## config.mk

```make
export PLATFORM = sky130hd
export DESIGN_NAME = vedic_seq_mul
export DESIGN_NICKNAME = d
export VERILOG_FILES = /design/src/rtl/vedic_pkg.sv /design/src/rtl/vedic_8x8.sv /design/src/rtl/vedic_seq_mul.sv
export SDC_FILE = /design/constraint.sdc
export NUM_CORES = 1
export LEC_CHECK = 0
export CAP_MARGIN = 30
export CELL_PAD_IN_SITES_DETAIL_PLACEMENT = 1
export CELL_PAD_IN_SITES_GLOBAL_PLACEMENT = 2
export CORE_AREA = 2 2 182 184
export CTS_BUF_LIST = sky130_fd_sc_hd__clkbuf_8
export CTS_CLUSTER_SIZE = 30
export DETAILED_ROUTE_END_ITERATION = 10
export DIE_AREA = 0 0 184 186
export PLACE_DENSITY_LB_ADDON = 0.1
export SLEW_MARGIN = 10
export SYNTH_ARGS = -nofsm -noshare
export SYNTH_HDL_FRONTEND = slang
export SYNTH_SLANG_ARGS = --single-unit
export TNS_END_PERCENT = 50
```

## constraint.sdc

```tcl
create_clock -name clk -period 21.5 [get_ports clk]
set_clock_uncertainty 0.1 [all_clocks]
set_input_delay 6.45 -clock clk [delete_from_list [all_inputs] [get_ports clk]]
set_output_delay 6.45 -clock clk [all_outputs]
set_load 0.005 [all_outputs]
```

## src/rtl/vedic_pkg.sv

```systemverilog
// Shared types and constants for the sequential vedic multiplier.
// Provides the digit width, the FSM state encoding and the digit-index width helper.
`timescale 1ns/1ps
package vedic_pkg;

    localparam int DIGIT_W = 8;

    typedef enum logic [1:0] {
        IDLE,
        RUN,
        DONE
    } state_t;

    // ceil(log2(digits)), never below 1 so index vectors stay legal
    function automatic int idx_w(input int digits);
        int w;
        w = 1;
        for (int k = 0; k < 31; k++) begin
            if ((1 << w) < digits) begin
                w = w + 1;
            end
        end
        return w;
    endfunction

endpackage

```

## src/rtl/vedic_8x8.sv

```systemverilog
// Combinational 8x8 unsigned multiplier built from Urdhva-Tiryagbhyam 2x2 cells,
// combined vertically-and-crosswise into 4x4 and then 8x8 stages.
`timescale 1ns/1ps
module vedic_8x8 (
    input  logic [7:0]  a,
    input  logic [7:0]  b,
    output logic [15:0] p
);

    function automatic logic [3:0] v2(input logic [1:0] x, input logic [1:0] y);
        logic [1:0] t;
        logic [1:0] m;
        t = {1'b0, x[1] & y[0]} + {1'b0, x[0] & y[1]};
        m = {1'b0, x[1] & y[1]} + {1'b0, t[1]};
        return {m, t[0], x[0] & y[0]};
    endfunction

    function automatic logic [7:0] v4(input logic [3:0] x, input logic [3:0] y);
        logic [7:0] q0, q1, q2, q3;
        q0 = {4'b0, v2(x[1:0], y[1:0])};
        q1 = {4'b0, v2(x[3:2], y[1:0])};
        q2 = {4'b0, v2(x[1:0], y[3:2])};
        q3 = {4'b0, v2(x[3:2], y[3:2])};
        return q0 + ((q1 + q2) << 2) + (q3 << 4);
    endfunction

    logic [15:0] q0, q1, q2, q3;

    always_comb begin
        q0 = {8'b0, v4(a[3:0], b[3:0])};
        q1 = {8'b0, v4(a[7:4], b[3:0])};
        q2 = {8'b0, v4(a[3:0], b[7:4])};
        q3 = {8'b0, v4(a[7:4], b[7:4])};
        p  = q0 + ((q1 + q2) << 4) + (q3 << 8);
    end

endmodule

```

## src/rtl/vedic_seq_mul.sv

```systemverilog
// Iterative WIDTH x WIDTH unsigned multiplier: one vedic_8x8 core, one byte pair per cycle.
// Define VEDIC_SEQ_EARLY_ZERO_EN to skip the RUN phase when either operand is zero.
`timescale 1ns/1ps
module vedic_seq_mul
    import vedic_pkg::*;
#(
    parameter int WIDTH = 32
) (
    input  logic               clk,
    input  logic               rst_n,
    input  logic               in_valid,
    output logic               in_ready,
    input  logic [WIDTH-1:0]   a,
    input  logic [WIDTH-1:0]   b,
    output logic               out_valid,
    input  logic               out_ready,
    output logic [2*WIDTH-1:0] p,
    output logic               busy
);

    localparam int DIGITS = WIDTH / DIGIT_W;
    localparam int IW     = idx_w(DIGITS);
    localparam int PW     = 2 * WIDTH;
    localparam logic [IW-1:0] LAST_IDX = IW'(DIGITS - 1);

    state_t          state_q, state_d;
    logic [WIDTH-1:0] a_q, a_d, b_q, b_d;
    logic [PW-1:0]   acc_q, acc_d;
    logic [IW-1:0]   i_q, i_d, j_q, j_d;

    logic [DIGIT_W-1:0]   a_dig, b_dig;
    logic [2*DIGIT_W-1:0] core_p;
    logic [PW-1:0]        pp_shift;
    logic                 last_step;
    logic                 zero_op;

    vedic_8x8 u_core (
        .a (a_dig),
        .b (b_dig),
        .p (core_p)
    );

`ifdef VEDIC_SEQ_EARLY_ZERO_EN
    assign zero_op = (a == '0) || (b == '0);
`else
    assign zero_op = 1'b0;
`endif

    always_ff @(posedge clk) begin
        if (!rst_n) begin
            state_q <= IDLE;
            a_q     <= '0;
            b_q     <= '0;
            acc_q   <= '0;
            i_q     <= '0;
            j_q     <= '0;
        end else begin
            state_q <= state_d;
            a_q     <= a_d;
            b_q     <= b_d;
            acc_q   <= acc_d;
            i_q     <= i_d;
            j_q     <= j_d;
        end
    end

    always_comb begin
        a_dig     = a_q[DIGIT_W*int'(i_q) +: DIGIT_W];
        b_dig     = b_q[DIGIT_W*int'(j_q) +: DIGIT_W];
        pp_shift  = {{(PW-2*DIGIT_W){1'b0}}, core_p} << (DIGIT_W * (int'(i_q) + int'(j_q)));
        last_step = (i_q == LAST_IDX) && (j_q == LAST_IDX);
    end

    always_comb begin
        state_d = state_q;
        a_d     = a_q;
        b_d     = b_q;
        acc_d   = acc_q;
        i_d     = i_q;
        j_d     = j_q;
        case (state_q)
            IDLE: begin
                if (in_valid) begin
                    a_d     = a;
                    b_d     = b;
                    acc_d   = '0;
                    i_d     = '0;
                    j_d     = '0;
                    state_d = zero_op ? DONE : RUN;
                end
            end
            RUN: begin
                acc_d = acc_q + pp_shift;
                // j is the inner digit; i advances when j wraps
                if (j_q == LAST_IDX) begin
                    j_d = '0;
                    i_d = i_q + 1'b1;
                end else begin
                    j_d = j_q + 1'b1;
                end
                if (last_step) begin
                    state_d = DONE;
                end
            end
            DONE: begin
                if (out_ready) begin
                    state_d = IDLE;
                end
            end
            default: state_d = IDLE;
        endcase
    end

    always_comb begin
        in_ready  = (state_q == IDLE);
        busy      = (state_q == RUN);
        out_valid = (state_q == DONE);
        p         = acc_q;
    end

endmodule
```

Yosys cells after proc, flatten, opt, wreduce, memory -nomap -nowiden
Cells that the tools add are included.
{"block": "classes", "n_addsub": 51, "n_eq_ne": 8, "n_shift": 3, "mux": 11, "bitwise": 64, "n_reduce_logical": 7}
{"op": "$pmux 64 s2", "n": 1}
{"op": "$add 1x1->2", "n": 32}
{"op": "$add 64x64->64", "n": 1}
{"op": "$and 1x1->1", "n": 64}
{"op": "$mux 64", "n": 1}
{"op": "$shiftx 32x6->8", "n": 2}
{"op": "$shl 16x6->64", "n": 1}
{"op": "$add 4x8->8", "n": 4}
{"op": "$add 8x8->8", "n": 4}
{"op": "$add 4x4->5", "n": 4}
{"op": "$add 14x16->16", "n": 1}
{"op": "$add 8x13->14", "n": 1}
{"op": "$mux 2", "n": 6}
{"op": "$add 8x8->9", "n": 1}
{"op": "$pmux 2 s2", "n": 2}
{"op": "$eq 2x2->1 const B", "n": 3}
{"op": "$ne 2x1->1 const B", "n": 3}
{"op": "$pmux 2 s3", "n": 1}
{"op": "$reduce_and 3->1", "n": 2}
{"op": "$add 2x1->2 const B", "n": 2}
{"op": "$reduce_and 2->1", "n": 2}
{"op": "$add 2x2->3", "n": 1}
{"op": "$eq 2x1->1 const B", "n": 1}
{"op": "$logic_not 2->1", "n": 1}
{"op": "other kinds (3)", "n": 3}
{"block": "word_totals", "register_bits": 134, "in_bits": 68, "word_cells": 150}

Depth between registers and ports, before layout
Gate-level depths: netlist of run 1.
{"block": "depth", "ltp_word": 13, "depth_mapped": 35}

Modules after synthesis
A second synthesis of run 1 with hierarchy kept.
{"block": "unflattened", "cells_unflattened": 1561, "hier_area_um2": 12333.1}
{"module": "vedic_seq_mul", "instances": 1, "cells_each": 1239, "area_each_um2": 9626.7, "seq_area_each_um2": 2682.6}
{"module": "vedic_8x8", "instances": 1, "cells_each": 322, "area_each_um2": 2706.3, "seq_area_each_um2": 0.0}

Least setup slack after synthesis of run 1
No wires, ideal clock.
{"block": "synth_timing", "path_kind": "flip-flop to flip-flop", "from": "register j_q[0]", "to": "register acc_q[43] (netlist: p[43])", "setup_ns": 0.119, "t_arrival_ns": 7.500, "required_ns": 21.281, "slack_ns": 13.782, "stages_incl_launch_ff": 31, "path_buffers": 1, "path_cell_list": "dfxtp_1 clkbuf_1 mux4_2 and2_1 ha_1 fa_1 inv_1 fa_1 xnor2_1 ha_1 fa_1 a21o_1 a21oi_1 o21ai_0 a21oi_1 o21bai_1 a21oi_1 o21ai_0 xor2_1 o21ai_0 nor2_1 ha_1 a21o_1 or3_1 a2111o_1 a31oi_4 o21ai_2 a21o_1 a21oi_2 xor2_1 o21ai_1"}
{"block": "synth_via", "elab_chain_len": 13, "elab_cells_between_ends": 116}
{"item": "start: declaration", "line_no": "vedic_seq_mul.sv:29", "rtl": "logic [IW-1:0] i_q, i_d, j_q, j_d;"}
{"item": "start signal: assignment", "line_no": "vedic_seq_mul.sv:63", "rtl": "j_q <= j_d;"}
{"item": "$shiftx 32x6->8", "line_no": "vedic_seq_mul.sv:69", "rtl": "b_dig = b_q[DIGIT_W*int'(j_q) +: DIGIT_W];"}
{"item": "$and 1x1->1", "line_no": "vedic_8x8.sv:13", "rtl": "t = {1'b0, x[1] & y[0]} + {1'b0, x[0] & y[1]};"}
{"item": "$add 1x1->2", "line_no": "vedic_8x8.sv:13"}
{"item": "$add 1x1->2", "line_no": "vedic_8x8.sv:14", "rtl": "m = {1'b0, x[1] & y[1]} + {1'b0, t[1]};"}
{"item": "$add 4x4->5", "line_no": "vedic_8x8.sv:24", "rtl": "return q0 + ((q1 + q2) << 2) + (q3 << 4);"}
{"item": "$add 4x8->8", "line_no": "vedic_8x8.sv:24"}
{"item": "$add 8x8->8", "line_no": "vedic_8x8.sv:24"}
{"item": "$add 8x8->9", "line_no": "vedic_8x8.sv:34", "rtl": "p = q0 + ((q1 + q2) << 4) + (q3 << 8);"}
{"item": "$add 8x13->14", "line_no": "vedic_8x8.sv:34"}
{"item": "$add 14x16->16", "line_no": "vedic_8x8.sv:34"}
{"item": "$shl 16x6->64 (*)", "line_no": "vedic_seq_mul.sv:70", "rtl": "pp_shift = {{(PW-2*DIGIT_W){1'b0}}, core_p} << (DIGIT_W * (int'(i_q) + int'(j_q)));"}
{"item": "$add 64x64->64 (*)", "line_no": "vedic_seq_mul.sv:93", "rtl": "acc_d = acc_q + pp_shift;"}
{"item": "$pmux 64 s2 (*)", "line_no": "vedic_seq_mul.sv:81", "rtl": "case (state_q)"}
{"item": "end signal: assignment", "line_no": "vedic_seq_mul.sv:54", "rtl": "acc_q <= '0;"}
{"item": "end signal: assignment", "line_no": "vedic_seq_mul.sv:61", "rtl": "acc_q <= acc_d;"}
{"item": "end: declaration", "line_no": "vedic_seq_mul.sv:28", "rtl": "logic [PW-1:0] acc_q, acc_d;"}
Mark *: on every way between the ends. The rest lies on a longest branch, timed or not.
A chain may end at the register's enable or synchronous reset.

Worst setup path after layout of run 1
{"block": "layout_timing", "from": "register state_q[1]", "to": "output busy"}
{"block": "layout_via", "elab_chain_len": 1}
{"item": "start: declaration", "line_no": "vedic_seq_mul.sv:26", "rtl": "state_t state_q, state_d;"}
{"item": "start signal: assignment", "line_no": "vedic_seq_mul.sv:58", "rtl": "state_q <= state_d;"}
{"item": "$eq 2x1->1", "line_no": "vedic_seq_mul.sv:116", "rtl": "busy = (state_q == RUN);"}
{"item": "end: declaration", "line_no": "vedic_seq_mul.sv:18", "rtl": "output logic busy"}
Every way passes these cells.

==> results of run 1 <==
-- cell usage after synthesis, types with 16 or more instances --
cell type,count,area (sq um)
xnor2_1,59,517
and2_1,101,632
a21oi_1,104,521
dfxtp_1,134,2680
nand4_1,19,119
mux4_2,16,360
a21boi_0,71,533
a21o_1,53,398
o21bai_1,19,143
nand3_1,52,260
xor2_1,43,377
ha_1,151,1890
nor2b_1,24,150
o21ai_0,91,455
clkbuf_1,57,214
inv_1,52,195
nand2_1,218,818
nor2_1,80,300
-- worst register-to-register path: cells and delay by family (launching register included) --
family	cells	cell delay (ns)
AO/OA/AOI/OAI	14	3.12
XOR/XNOR	3	0.80
adder cells (fa/ha/maj)	6	2.49
buffers and inverters	2	0.12
flip-flops	1	0.78
multiplexers	1	0.69
AND/OR/NAND/NOR	4	0.73
-- path summary, 6_finish.rpt --
path,to,slack [ns],cells after the start,startpoint
min,b_q[1],0.37,2,b_q[1]
max reg2reg,p[57],12.53,30,j_q[0]
max,busy,12.44,4,state_q[1]
min reg2reg,b_q[1],0.37,2,b_q[1]
-- metrics by stage --
step	setup WS, ns	power, W
final	12.44	0.000604
after global routing	11.83	0.000633
after CTS	12.38	0.000612
after detailed placement	12.50	0.000368
after global placement	12.71	0.000367
after floorplan	13.78	0.000327
-- area by class of cell --
| cell class | instances | share of cell area, % |
|---|---|---|
| clock buffers | 19 | 1.85 |
| clock inverters | 13 | 1.10 |
| inverters | 52 | 1.38 |
| multi-input cells | 1261 | 63.0 |
| flip-flops and latches | 134 | 19.0 |
| well taps | 408 | 3.62 |
| repair buffers | 141 | 10.0 |
-- power groups by stage --
| stage | Sequential, W | Combinational (W) | Clock (W) |
|---|---|---|---|
| 3_3_place_gp | 0.000270 | 0.0000970 | 0 |
| 3_5_place_dp | 0.000270 | 0.0000986 | 0 |
| 6_report | 0.000264 | 0.0000991 | 0.000241 |
| 5_1_grt | 0.000265 | 0.000110 | 0.000258 |
| 4_1_cts | 0.000264 | 0.0000993 | 0.000248 |
| 2_1_floorplan | 0.000266 | 0.0000613 | 0 |
-- logic make-up (layout without fill, tap and decap cells) --
kind of cell / count (synthesis) / count (layout)
buf+inv: 135 / 225
mux: 17 / 17
flops: 134 / 134
compound gates: 432 / 432
simple gates: 547 / 547
xor+xnor: 102 / 102
fa+ha+maj: 163 / 163
-- flip-flops by register name, summed over array words and instances, names as in the netlist --
register / cells
a_q: 32
i_q: 2
state_q: 2
j_q: 2
b_q: 32
p: 64
-- routing by layer --
layer	vias up	GRT usage, %	part of all wire (%)	wire [um]
li1	5535	-	-	-
met1	5331	34.9	53	21100
met2	172	36.3	42	16800
met3	35	3.11	3.0	1180
met4	0	6.21	1.6	640
met5	-	0	0	0
==> run summary, run 1 <==
Core ar.: 0.0322 sq mm
RSZ-0062 raised after global routing: no
Clock root cell: clkbuf_8
Cts hold-fix bufs: 0
CP Buf/Inv Count: 3
Syn nets: 1761
Critical Path Max Stage Delay: 0.57 ns
Nets@finish: 1838
Initial Utilization: 37.6%
Worst skew pair latency: 0.50 ns
Synth Register Bits: 134
Final setup TNS: 0 ns
Design area: 0.0141 sq mm
P_int: 0.000409 W
Slew @ Worst Pin: 1.10 ns
CP top delay family: buffers and inverters
CP Capture Type: output pin
Post-route minimum period: 9.06 ns
Crit-path cells: nand2b_2 -> buf_4 -> inv_1 -> clkdlybuf4s50_1
Logic pwr share: 16.4%
Die area: 0.0342 sq mm
Post-CTS setup buffers: 0
F_max: 110 MHz
WL final: 39700 um
Critical path required time: 14.95 ns
Post-synth EDFFs: 0
Synth Warn #: 0
Utilization after layout: 43.8%
Initial antenna violation count: 0
Vias in the first global route: 11296
Clk pwr share: 39.9%
Post-Synth XOR/XNOR Area: 7.37%
Synth async-reset ratio: 0%
First-pass GRT wire length: 62600 um
Post-Synthesis Cells: 1530
Post-synthesis cell area: 0.0121 sq mm
CP max FO: 68
Pleak: 6.20 nW
CTS tree: yes
CP Class: reg2out
Placed Cells: 1994
Compound-Gate Fraction of Synth Area: 23.5%
Fin crit share: 42.1%
H-tree Lvls: 4
Adder-Cell Fraction of Synth Area: 17.6%
Slowest-stage cell, CP: clkdlybuf4s50_1
Die W: 184 um
Hold_ws: 0.368 ns
Via Count: 11073
Commonest non-fill, non-tap cell in the layout: nand2_1
Initial DRT Pass Iterations: 5
Most frequent cells in the layout: nand2_1 (217), ha_1 (151), dfxtp_1 (134)
Fin. max-slew vios: 0
Final Wtd Congestion: 0.921
Relative slew margins: 26.4%
P&R area growth vs syn: 16.3%
Diode count: 0
Sw Share: 32.2%
Sequential share of the synthesized area: 22.1%
Status: finished clean
Largest family of logic cells by synthesized area: compound AO/OA/AOI/OAI gates
Ports: 135
Routed vias/inst: 5.46
Worst Setup Start Kind: register
Setup violators final: 0
Post-synthesis mux area share: 3.06%
Synth cell types: 74
Port Buffers: 134
Num CTS Buffers: 17
CTS clk-pin slew, worst paths: 0.09 ns
Rows: 66
GRT overflow: 0
Worst hold path type: reg2reg
Non-filler cells, final: 2028
WP data arrival: 2.51 ns
Psw: 0.000194 W
Area after DPL: 0.0137 sq mm
Filler instances: 3899
Final count of hold timing violations: 0
# resized after CTS: 0
Maximum vdd drop: 0.0380 mV
Routed len/inst: 19.6 um
Seq pwr share: 43.7%
Largest net degree at the start of global routing: 107
Gr usage total: 23.7%
Simple-gate area share of the yosys netlist: 21.7%
Post-synth top flop: dfxtp_1
FF/Latch Area: 0.00268 sq mm
Syn_area_per_cell: 7.93 sq um
Multi-input combinational cell area: 0.00889 sq mm
P per Cell Area: 42.8 mW/mm^2
Layout cells sized above 1: 5.37%
Max cap viols: 0
Die Y: 186 um
DRC: 0
DRC marker count from the first detailed-route iteration: 644
Clock Path Buffers: 2
Post-route ant nets: 0
Dpl hpwl: 30900 um
Clock sinks: 134
(Power assumes the default switching activity.)
==> run 2, diff against run 1 <==
CORE_AREA = 2 2 190 192   (was 2 2 182 184)
DIE_AREA = 0 0 192 194   (was 0 0 184 186)
clock period = 8.9 ns   (was 21.5 ns; I/O delays follow)
==> run summary, run 2 (synthesis gave the netlist of run 1 again) <==
F_max: 119 MHz
Setup violators final: 0 (unchanged)
Initial antenna violation count: 0 (unchanged)
DRC marker count from the first detailed-route iteration: 499 (-23%)
Hold_sp: b_q[23]
Core ar.: 0.0352 sq mm (+9.4%)
CP Class: reg2reg
Via Count: 11152 (+0.71%)
Critical path required time: 9.20 ns (-5.75 ns)
Max cap viols: 0 (unchanged)
Seq pwr share: 43.5% (-0.2 points)
Worst Setup Start Kind: register
GRT overflow: 0 (unchanged)
P_int: 0.000987 W (+140%)
First-pass GRT wire length: 65700 um (+4.9%)
Die W: 192 um (+4.3%)
Critical Path Max Stage Delay: 0.60 ns (+0.03 ns)
CP max FO: 8 (-88%)
Most frequent cells in the layout: nand2_1 (217), ha_1 (151), dfxtp_1 (133), clkdlybuf4s50_1 (133), a21oi_1 (101)
R2r endpoint: p[57]
Pleak: 6.26 nW (+0.93%)
Busiest grt layer: met2
Nets@finish: 1848 (+0.54%)
Die area: 0.0372 sq mm (+8.8%)
Slowest-stage cell, CP: mux4_2
Final Wtd Congestion: 0.892 (-3.2%)
R2R setup slack: 0.52 ns (-12.01 ns)
Dpl hpwl: 32400 um (+4.8%)
CP Capture Type: register
Reg2Reg Depth: 31 (+3.3%)
Rows: 69 (+4.5%)
FF-to-FF Start: j_q[0]
Gr usage total: 22.7% (-1.1 points)
Routed vias/inst: 5.33 (-2.3%)
WL final: 41300 um (+3.9%)
Initial DRT Pass Iterations: 7 (+2)
Utilization after layout: 40.6% (-3.2 points)
Clock sinks: 134 (unchanged)
Sw Share: 32.4% (+0.23 points)
Final setup margin: 0.521 ns (-11.92 ns)
Initial Utilization: 34.4% (-3.2 points)
Post-route ant nets: 0 (unchanged)
Maximum vdd drop: 0.0965 mV (+150%)
Critical path capture point: p[57]
Psw: 0.000473 W (+140%)
CTS tree: yes
GR Util met3: 3.76% (+0.65 points)
Logic pwr share: 17.3% (+0.9 points)
Relative slew margins: 37.2% (+11 points)
Slew @ Worst Pin: 0.942 ns (-0.163 ns)
Routed len/inst: 19.7 um (+0.75%)
Final count of hold timing violations: 0 (unchanged)
GR Util met1: 33.2% (-1.7 points)
Final setup TNS: 0 ns (unchanged)
Cts hold-fix bufs: 0 (unchanged)
RSZ-0062 raised after global routing: no
DRC: 0 (unchanged)
Clock root cell: clkbuf_8
Die Y: 194 um (+4.3%)
Met2 global-route usage: 34.8% (-1.5 points)
Largest net degree at the start of global routing: 103 (-3.7%)
Layout cells sized above 1: 6.38% (+1.0 points)
P per Cell Area: 102 mW/mm^2 (+140%)
Crit. Startpoint: j_q[0]
Cell mode on critical path: ha_1
Worst hold path type: reg2reg
Vias in the first global route: 11593 (+2.6%)
Filler instances: 4345 (+11%)
Max FFs per register: 64 (unchanged)
Num CTS Buffers: 17 (unchanged)
Ports: 135 (unchanged)
Fin crit share: 94.1%
Port Buffers: 134 (unchanged)
Worst slack at placement: -0.0657 ns (-12.57 ns)
Worst skew pair latency: 0.50 ns (about the same)
Fin. max-slew vios: 0 (unchanged)
Diode count: 0 (unchanged)
Status: finished clean
Commonest non-fill, non-tap cell in the layout: nand2_1
P&R area growth vs syn: 17.9%
WP data arrival: 8.68 ns (+6.17 ns)
Clock Path Buffers: 2 (unchanged)
Clk pwr share: 39.2% (-0.7 points)
H-tree Lvls: 4 (unchanged)
Post-route minimum period: 8.38 ns
CTS clk-pin slew, worst paths: 0.10 ns (about the same)
-- run 2: changes by cell type in the layout (fill, tap and decap cells not counted), sizes merged --
| cell | delta |
|---|---|
| buf | +10 |
| inv | -2 |
| clkinv | +2 |
| clkinvlp | +1 |
| clkbuf | -1 |
-- run 2: through the flow --
step / cell area (sq um) / std cells / hold WS [ns] / total power [W]
floorplan: 12100 / 1530 / 0.340 / 0.000790
global placement: 13800 / 2055 / 0.353 / 0.000894
detailed placement: 13800 / 2055 / 0.359 / 0.000898
CTS: 14200 / 2087 / 0.372 / 0.00148
global route: 14300 / 2091 / 0.395 / 0.00153
finish: 14300 / 2091 / 0.368 / 0.00146
-- run 2: what timing repair did --
action                     CTS  global route
cloned                       0             0
gates resized for setup      2             9
buffers inserted             0             2
setup endpoints to repair   11            36
-- run 2: worst max-delay path, delay by kind of cell (launching register included) --
| kind | cells | cell delay, ns |
|---|---|---|
| AO/OA/AOI/OAI | 14 | 2.82 |
| XOR/XNOR | 3 | 0.74 |
| adder cells (fa/ha/maj) | 6 | 2.48 |
| buffers and inverters | 3 | 0.31 |
| flip-flops | 1 | 0.47 |
| multiplexers | 1 | 0.60 |
| AND/OR/NAND/NOR | 4 | 0.76 |
-- run 2: power groups by stage --
stage / registers, W / clock network (W) / logic [W]
floorplan: 0.000642 / 0 / 0.000148
global placement: 0.000649 / 0 / 0.000245
detailed placement: 0.000649 / 0 / 0.000249
CTS: 0.000635 / 0.000591 / 0.000250
global route: 0.000638 / 0.000614 / 0.000281
finish: 0.000635 / 0.000572 / 0.000253
-- run 2: worst min path at each step --
| stage | depth (start not counted) | slack (ns) | endpoint |
|---|---|---|---|
| after global placement | 2 | 0.35 | b_q[16] |
| after floorplan | 2 | 0.34 | a_q[16] |
| after global routing | 2 | 0.40 | b_q[16] |
| final | 2 | 0.37 | b_q[23] |
| after detailed placement | 2 | 0.36 | b_q[23] |
| after CTS | 2 | 0.37 | b_q[23] |
-- run 2: metal layers --
layer	routed length (um)	share of wire (%)
met1	21600	52
met3	1340	3.3
met5	0	0
met2	17700	43
met4	542	1.3
-- run 2: final cells by class --
cell class | instances | area [sq um] | share of cell area [%]
Clock buffer | 18 | 248 | 1.73
Clock inverter | 14 | 160 | 1.12
Inverter | 52 | 195 | 1.36
Multi-Input combinational cell | 1261 | 8930 | 62.5
Sequential cell | 134 | 2680 | 18.8
Tap cell | 461 | 577 | 4.03
Timing Repair Buffer | 151 | 1500 | 10.5
